### config.mk
export PLATFORM = sky130hd
export DESIGN_NAME = norm_row_packer
export DESIGN_NICKNAME = d
export VERILOG_FILES = /design/src/rtl/norm_row_packer.sv
export SDC_FILE = /design/constraint.sdc
export NUM_CORES = 1
export LEC_CHECK = 0
export CORE_MARGIN = 3
export CORE_UTILIZATION = 60
export DETAILED_ROUTE_END_ITERATION = 16
export PLACE_DENSITY = 0.92
export SYNTH_ARGS = -nofsm -noshare
export SYNTH_HDL_FRONTEND = slang
export SYNTH_SLANG_ARGS = --single-unit
### constraint.sdc
create_clock -name clk -period 18.67 [get_ports clk]
set_input_delay 2.8005 -clock clk [delete_from_list [all_inputs] [get_ports clk]]
set_output_delay 2.8005 -clock clk [all_outputs]
set_load 0.05 [all_outputs]
### src/rtl/norm_row_packer.sv
// Packs serial normalized words into COL-word rows and writes them to SRAM via a one-row hold buffer.
// Row write is requested the cycle after its last word; the hold buffer absorbs up to COL-1 cycles of mem_ready low.
module norm_row_packer #(
    parameter int BW_PSUM = 11,
    parameter int COL     = 8,
    parameter int ROWS    = 16,
    parameter int ADDR_W  = 4
) (
    input  logic                     clk,
    input  logic                     reset,
    input  logic                     start,
    input  logic                     norm_valid,
    input  logic [BW_PSUM-1:0]       psum_norm,
    input  logic                     mem_ready,
    output logic                     wr_en,
    output logic [ADDR_W-1:0]        wr_addr,
    output logic [BW_PSUM*COL-1:0]   wr_data,
    output logic                     busy,
    output logic                     done,
    output logic                     overflow
);
    localparam int DW = BW_PSUM * COL;
    localparam int CW = (COL > 1) ? $clog2(COL) : 1;
    localparam int RW = $clog2(ROWS + 1);
    localparam logic [CW-1:0]     K_LAST    = CW'(COL - 1);
    localparam logic [RW-1:0]     ROWS_FULL = RW'(ROWS);
    localparam logic [ADDR_W-1:0] ADDR_LAST = ADDR_W'(ROWS - 1);

    typedef enum logic [1:0] {S_IDLE, S_RUN, S_DONE} state_t;

    state_t            state_q;
    logic [CW-1:0]     k_q;
    logic [RW-1:0]     rows_q;
    logic [ADDR_W-1:0] addr_q;
    logic              pend_q;
    logic              ovf_q;
    logic [DW-1:0]     pack_q;
    logic [DW-1:0]     hold_q;
    logic [DW-1:0]     pack_d;

    // Pack register with the current word merged in, so a completing row carries its last word.
    always_comb begin
        pack_d = pack_q;
        pack_d[k_q*BW_PSUM +: BW_PSUM] = psum_norm;
    end

    assign wr_en    = pend_q & mem_ready;
    assign wr_addr  = addr_q;
    assign wr_data  = hold_q;
    assign busy     = (state_q == S_RUN);
    assign done     = (state_q == S_DONE);
    assign overflow = ovf_q;

    always_ff @(posedge clk or posedge reset) begin
        if (reset) begin
            state_q <= S_IDLE;
            k_q     <= '0;
            rows_q  <= '0;
            addr_q  <= '0;
            pend_q  <= 1'b0;
            ovf_q   <= 1'b0;
            pack_q  <= '0;
            hold_q  <= '0;
        end else begin
            case (state_q)
                S_RUN: begin
                    if (wr_en) begin
                        pend_q <= 1'b0;
                        addr_q <= (addr_q == ADDR_LAST) ? '0 : addr_q + ADDR_W'(1);
                        if (addr_q == ADDR_LAST) begin
                            state_q <= S_DONE;
                        end
                    end
                    if (norm_valid) begin
                        if (rows_q == ROWS_FULL) begin
                            ovf_q <= 1'b1;
                        end else begin
                            pack_q <= pack_d;
                            if (k_q == K_LAST) begin
                                k_q <= '0;
                                // A write-out on this edge frees the buffer in time for the reload.
                                if (!pend_q || wr_en) begin
                                    hold_q <= pack_d;
                                    pend_q <= 1'b1;
                                    rows_q <= rows_q + RW'(1);
                                end else begin
                                    ovf_q <= 1'b1;
                                end
                            end else begin
                                k_q <= k_q + CW'(1);
                            end
                        end
                    end
                end
                default: begin
                    if (start) begin
                        state_q <= S_RUN;
                        k_q     <= '0;
                        rows_q  <= '0;
                        addr_q  <= '0;
                        pend_q  <= 1'b0;
                        ovf_q   <= 1'b0;
                    end
                end
            endcase
        end
    end
endmodule

Word-level counts from Yosys, hierarchy flattened
Cells that the tools add are included.

Input bits: 16. Logic and storage cells: 72. Bits in registers: 192. Output and inout bits: 96.

Shifts and indexed selects: 2. Reductions and logical operators: 10. Bitwise operators: 2. Multipliers: 1. Multiplexer cells: 32. Add/subtract/negate cells: 4. Equality and inequality tests: 13.

Operators with widths (number): 88-bit bitwise mux (1); 11-bit by 34-bit variable shift with 88-bit output, first input constant (1); 11-bit by 34-bit variable part select with 88-bit output (1); 7-bit negation with 34-bit output (1); 5-bit 2-to-1 mux (6); 4-bit 2-to-1 mux (4); 3-bit 2-to-1 mux (5); 1-bit 2-to-1 mux (12); 5-bit AND reduction (2); 3-bit AND reduction (3); 2-bit 2-to-1 mux (4); 3-bit by 4-bit multiplier with 7-bit output, second input constant (1); 2-bit by 1-bit inequality test with 1-bit output, second input constant (3); 2-bit inequality test, second input constant (3); 5-bit by 1-bit adder with 5-bit output, second input constant (1); 5-bit equality test, second input constant (1); 4-bit by 1-bit adder with 4-bit output, second input constant (1); 4-bit equality test, second input constant (1); 4-bit AND reduction (1); 3-bit by 1-bit adder with 3-bit output, second input constant (1); 3-bit equality test, second input constant (1); 3-bit by 1-bit inequality test with 1-bit output, second input constant (1); 3-bit inequality test, second input constant (1); 2-bit by 1-bit equality test with 1-bit output, second input constant (1); 7 further kinds (7).

Longest topological paths before layout
Gate-level depths: netlist (run 1).

Depth in word-level cells: 7. Depth in mapped cells: 11. Mapped depth without buffers: 6.

Worst setup path before layout (run 1)
Ideal clock, no wire load.

Kind: in2out. Start point: in mem_ready. End point: out wr_en. Setup slack: 12.662 ns. Stages: 1. Buffers on the path: 0. Required time: 15.870 ns. Data arrival time: 3.207 ns. Cells stage by stage: and2_1.

Word-level cells in the longest chain between the ends: 1.

Ends and longest elaborated chain: start: declaration (line 14) `input logic mem_ready,`; 1-bit AND (line 47) `assign wr_en = pend_q & mem_ready;`; end: declaration (line 15) `output logic wr_en,`.

No other way between the ends.

Worst setup path after layout (run 1)
Same ends and word-level chain as after synthesis.

==> results.json, run 1 <==
{
  "outcome": "finished, final reports clean",
  "synth_nets": 791,
  "cp.required_ns": 15.87,
  "layout.cells.non_filler": 1042,
  "worstPathArrival_ns": 4.26,
  "grt_setup_unrepaired": "no",
  "die_h_um": 128.4,
  "routed_wl_um": 20060,
  "worstSkewPairLatency_ns": 0.44,
  "tightest_slew_ns": 1.137,
  "final_common_cell": "dfrtp_1",
  "io_pins": 112,
  "cts_max_level": 4,
  "drive_above_1_share": 0.1538,
  "worstSetupStartpointType": "primary input",
  "synth_area_sq_um": 8987,
  "wl_per_cell_um": 19.25,
  "diodes": 0,
  "clk_pin_slew_worst_paths_ns": 0.06,
  "grt.overflow.total": 0,
  "yosysUniqueCellTypes": 49,
  "synth-seq-area-share": 0.5346,
  "remaining_drc_errors": 0,
  "synth_edf_count": 0,
  "syn_inst": 767,
  "syn_area_per_cell_sq_um": 11.72,
  "root_buffer": "clkbuf_16",
  "crit_start": "mem_ready",
  "async_flop_share": 1.000,
  "dr.first_iter.drc_count": 592,
  "postRouteAntennaNets": 0,
  "clockBufferDepth": 2,
  "finalMaxSlewViolations": 0,
  "drtPass1Iterations": 6,
  "cts_resized": 0,
  "fin_crit_sh": 0.3781,
  "ir_worst_vdd_mv": 0.09340,
  "port_buffers": 111,
  "r2r_slack_ns": 14.73,
  "postCtsHoldBufs": 0,
  "setup_tns_ns": 0,
  "ys_warn_count": 0,
  "via_per_inst": 5.937,
  "skew_ns": 0.01054,
  "fin_nets": 869,
  "holdPathStages": 2,
  "grt.total_usage": 0.2519,
  "dp_hpwl_um": 12620,
  "path_class": "in -> out",
  "r2r-start": "k_q[0]$_DFFE_PP0P_",
  "timing.hold.ws_ns": 0.4814,
  "slew_headroom": 0.2413,
  "grt_max_degree": 109,
  "clock_sinks": 192,
  "ys_ff_latch": 192,
  "synth_flop_cell": "dfrtp_1",
  "core-area_sq_um": 14590,
  "worst-r2r-cell-count": 6,
  "grt_pass1_wl_um": 32430,
  "leakage_uw": 0.005003,
  "hold_violations": 0,
  "die_w_um": 128.4,
  "critPathCapture": "wr_en",
  "initial_core_util": 0.6160,
  "period_needed_ns": 7.059,
  "fmax_ghz": 0.1417,
  "dieArea_sq_um": 16480,
  "grt_pass1_vias": 6039,
  "cellPowerDensity_nw_per_um2": 162.8,
  "post_cts_buffers": 0,
  "dp_cells": 1010,
  "gp_congestion": 0.7691,
  "vias": 6186,
  "endpoint_kind": "output port",
  "cts_buffers": 17,
  "synthToLayoutAreaGrowth_pct": 18.00,
  "antenna_found_initial": 0,
  "r2r-end": "pack_q[29]$_DFFE_PP0P_",
  "num_rows": 44,
  "cts_tree": "yes",
  "drv_cap": 0,
  "final_cell_mix": "dfrtp_1 (192), clkdlybuf4s50_1 (111), nand2_1 (105)",
  "worstPathMaxFanout": 5,
  "hold_class": "reg -> reg",
  "finalSetupViolCount": 0
}
[state kept, by name (all words and copies together), names as in the netlist]
signal / flops
rows_q: 5
overflow: 1
wr_data: 88
pack_q: 88
state_q: 2
k_q: 3
wr_addr: 4
pend_q: 1
[power by group]
group,internal [uW],switching (uW),total (uW)
clock network,191,162,353
registers,544,92.4,637
logic,289,448,737
[metal layers]
metal	up-vias	global-route usage	part of all wire
met5	-	0	0
met4	0	0.07553	0.020
met3	35	0.05355	0.052
li1	2856	-	-
met2	193	0.3941	0.49
met1	3102	0.3587	0.44
[metrics by stage]
| stage | util | setup slack (ns) | area (sq um) | power, uW |
|---|---|---|---|---|
| finish | 0.7269 | 11.61 | 10610 | 1727 |
| global route | 0.7269 | 11.55 | 10610 | 1812 |
| CTS | 0.7269 | 11.61 | 10610 | 1730 |
| detailed placement | 0.6883 | 11.62 | 10040 | 1372 |
| global placement | 0.6883 | 11.64 | 10040 | 1346 |
| floorplan | - | 10.64 | 8987 | 1173 |
[logic make-up after synthesis]
| group | after synthesis | share of synthesized area |
|---|---|---|
| multiplexers | 166 | 0.2098 |
| flip-flops | 192 | 0.5346 |
| XOR/XNOR | 3 | 0.007101 |
| AO/OA/AOI/OAI | 132 | 0.08367 |
| AND/OR/NAND/NOR | 202 | 0.1144 |
| adder cells (fa/ha/maj) | 8 | 0.01114 |
| buffers and inverters | 64 | 0.03926 |
[cells in the mapped netlist (4+ instances only)]
cell type / number / area (sq um)
and2_1: 13 / 81.33
and3_1: 11 / 68.82
buf_2: 21 / 105.1
buf_4: 6 / 45.04
buf_6: 7 / 78.83
clkbuf_1: 20 / 75.07
dfrtp_1: 192 / 4805
ha_1: 8 / 100.1
inv_1: 8 / 30.03
mux2_2: 59 / 664.4
mux2_4: 30 / 450.4
mux2i_1: 77 / 770.7
nand2_1: 105 / 394.1
nand3_1: 7 / 35.03
nand4_1: 4 / 25.02
nor2_1: 18 / 67.56
nor3b_1: 11 / 82.58
nor4b_1: 11 / 96.34
o21ai_0: 102 / 510.5
o221ai_1: 11 / 96.34
[critical path, stage by stage]
cell             delay [ns]
clkdlybuf4s50_1        0.52
and2_1                 0.14
clkdlybuf4s50_1        0.79
[worst min-delay path by stage]
stage,endpoint,slack [ns],from
after global placement,wr_data[42]$_DFFE_PP0P_,0.46,wr_data[42]$_DFFE_PP0P_
final,wr_data[82]$_DFFE_PP0P_,0.48,wr_data[82]$_DFFE_PP0P_
after detailed placement,wr_data[40]$_DFFE_PP0P_,0.47,wr_data[40]$_DFFE_PP0P_
after floorplan,pack_q[66]$_DFFE_PP0P_,0.48,pack_q[66]$_DFFE_PP0P_
after global routing,wr_data[59]$_DFFE_PP0P_,0.51,wr_data[59]$_DFFE_PP0P_
after CTS,wr_data[0]$_DFFE_PP0P_,0.49,wr_data[0]$_DFFE_PP0P_
[cell type report]
cell class	instances	area [sq um]
flip-flops and latches	192	4805
fillers	974	3984
inverters	8	35.03
clock buffers	20	456.7
repair buffers	115	1141
clock inverters	12	107.6
well taps	184	230.2
multi-input cells	511	3830
(Power assumes the default switching activity.)
==> inputs of run 2 (changes only) <==
Settings changed: CORE_UTILIZATION 60 to 56, PLACE_DENSITY 0.92 to 0.87.
Clock period 18.67 ns to 6.8 ns, I/O delays scaled along.
==> results.json, run 2 (same netlist as run 1, synthesis figures left out) <==
{
  "crit_buf_inv": 1,
  "drtPass1Iterations": 5,
  "final_common_cell": "dfrtp_1",
  "cts_buffers": 17,
  "synthToLayoutAreaGrowth_pct": 18.32,
  "io_pins": 112,
  "cts_tree": "yes",
  "wl_per_cell_um": 18.44,
  "core-area_sq_um": 15430,
  "critical_path.top_delay_family": "simple AND/OR/NAND/NOR gates",
  "grt_pass1_vias": 6001,
  "postLayoutCoreUtil": 0.6893,
  "grt.total_usage": 0.2280,
  "clk_pin_slew_worst_paths_ns": 0.07,
  "port_buffers": 111,
  "cts_max_level": 4,
  "postRouteAntennaNets": 0,
  "cpMaxStageDelayCell": "dfrtp_1",
  "fillCellCount": 1126,
  "fin_nets": 869,
  "diodes": 0,
  "ir_worst_vdd_mv": 0.2748,
  "outcome": "finished, final reports clean",
  "final_cell_mix": "dfrtp_1 (192), clkdlybuf4s50_1 (111), nand2_1 (105)",
  "num_rows": 45,
  "vias": 6107,
  "clock_sinks": 192,
  "register_area_sq_um": 4805,
  "via_per_inst": 5.718,
  "dr.first_iter.drc_count": 453,
  "grt.overflow.total": 0,
  "hold_violations": 0,
  "remaining_drc_errors": 0,
  "clockBufferDepth": 2,
  "endpoint_kind": "flop",
  "path_class": "reg -> reg",
  "die_w_um": 132.7,
  "cp.required_ns": 7.11,
  "gp_congestion": 0.8138,
  "worstPathMaxFanout": 29,
  "postCtsHoldBufs": 0,
  "place_ws_ns": 3.130,
  "finalMaxSlewViolations": 0,
  "cts_resized": 0,
  "setup_ws_ns": 3.040,
  "skew_ns": 0.009224,
  "setup_tns_ns": 0,
  "die_h_um": 132.7,
  "dp_hpwl_um": 12770,
  "cellPowerDensity_nw_per_um2": 443.9,
  "routed_wl_um": 19700,
  "multiInputGateArea_sq_um": 3830,
  "drv_cap": 0,
  "fin_crit_sh": 0.5530,
  "tightest_slew_ns": 1.122,
  "worstSkewPairLatency_ns": 0.43,
  "initial_core_util": 0.5826,
  "post_cts_buffers": 0,
  "crit_chain": "inv_1 > ha_1 > xnor2_4 > and2_0 > nand2_2 > mux2_4",
  "root_buffer": "clkbuf_16",
  "grt_setup_unrepaired": "no",
  "antenna_found_initial": 0,
  "grt_max_degree": 113,
  "worstPathArrival_ns": 4.07,
  "cpPeakStageDelay_ns": 0.87,
  "worstSetupStartpointType": "flop",
  "drive_above_1_share": 0.1505,
  "dieArea_sq_um": 17610,
  "slew_headroom": 0.2517,
  "finalSetupViolCount": 0,
  "r2r-start": "k_q[0]$_DFFE_PP0P_",
  "period_needed_ns": 3.760,
  "fmax_ghz": 0.2659,
  "crit_start": "k_q[0]$_DFFE_PP0P_",
  "hold_class": "reg -> reg",
  "leakage_uw": 0.004999,
  "worst_hold_startpoint": "wr_data[82]$_DFFE_PP0P_",
  "grt_pass1_wl_um": 31830
}
## run 2: cell count changes in the layout (fill, tap and decap cells not counted)
| cell | previous run | this run |
|---|---|---|
| inv_6 | 4 | 2 |
| clkbuf_8 | 2 | 3 |
| clkinvlp_4 | 3 | 2 |
| clkbuf_1 | 1 | 3 |
| clkinv_4 | 1 | 2 |
| clkinv_2 | 4 | 2 |
## run 2: path summary, 6_finish.rpt
path | slack, ns | cells after the start | end
min reg2reg | 0.48 | 2 | wr_data[82]$_DFFE_PP0P_
max reg2reg | 3.04 | 6 | pack_q[28]$_DFFE_PP0P_
max | 3.04 | 6 | pack_q[28]$_DFFE_PP0P_
min in group asynchronous | 1.02 | 2 | wr_data[72]$_DFFE_PP0P_
max in group asynchronous | 4.47 | 3 | pack_q[45]$_DFFE_PP0P_
min | 0.48 | 2 | wr_data[82]$_DFFE_PP0P_
## run 2: layout make-up
cell class | count | area share
inverters | 8 | 0.003295
flip-flops and latches | 192 | 0.4518
clock buffers | 23 | 0.04495
multi-input cells | 511 | 0.3602
well taps | 211 | 0.02483
clock inverters | 8 | 0.007648
repair buffers | 115 | 0.1073
## run 2: per-layer routing
layer	GRT usage	share of wire	vias to the layer above
met5	0	0	-
met4	0.07679	0.019	0
met3	0.04259	0.053	28
met2	0.3616	0.47	199
met1	0.3196	0.46	3018
li1	-	-	2862
## run 2: stage by stage
step                hold WS (ns)  area [sq um]  power [uW]  cells
detailed placement        0.4695         10070        3764   1037
CTS                       0.4836         10630        4731   1068
floorplan                 0.4786          8987        3219    767
global placement          0.4606         10070        3700   1037
global route              0.5134         10630        4952   1068
finish                    0.4758         10630        4720   1068
## run 2: tightest hold or removal path, delay by kind of cell (launching register included)
| kind | cells | cell delay, ns |
|---|---|---|
| flip-flops | 1 | 0.33 |
| AND/OR/NAND/NOR | 1 | 0.05 |
| AO/OA/AOI/OAI | 1 | 0.06 |
## run 2: power breakdown
group	leakage [uW]	internal (uW)	switching [uW]	total, uW
clock	0.000270	533	422	955
sequential	0.00259	1490	252	1750
combinational	0.00214	795	1220	2020
total	0.00500	2820	1900	4720
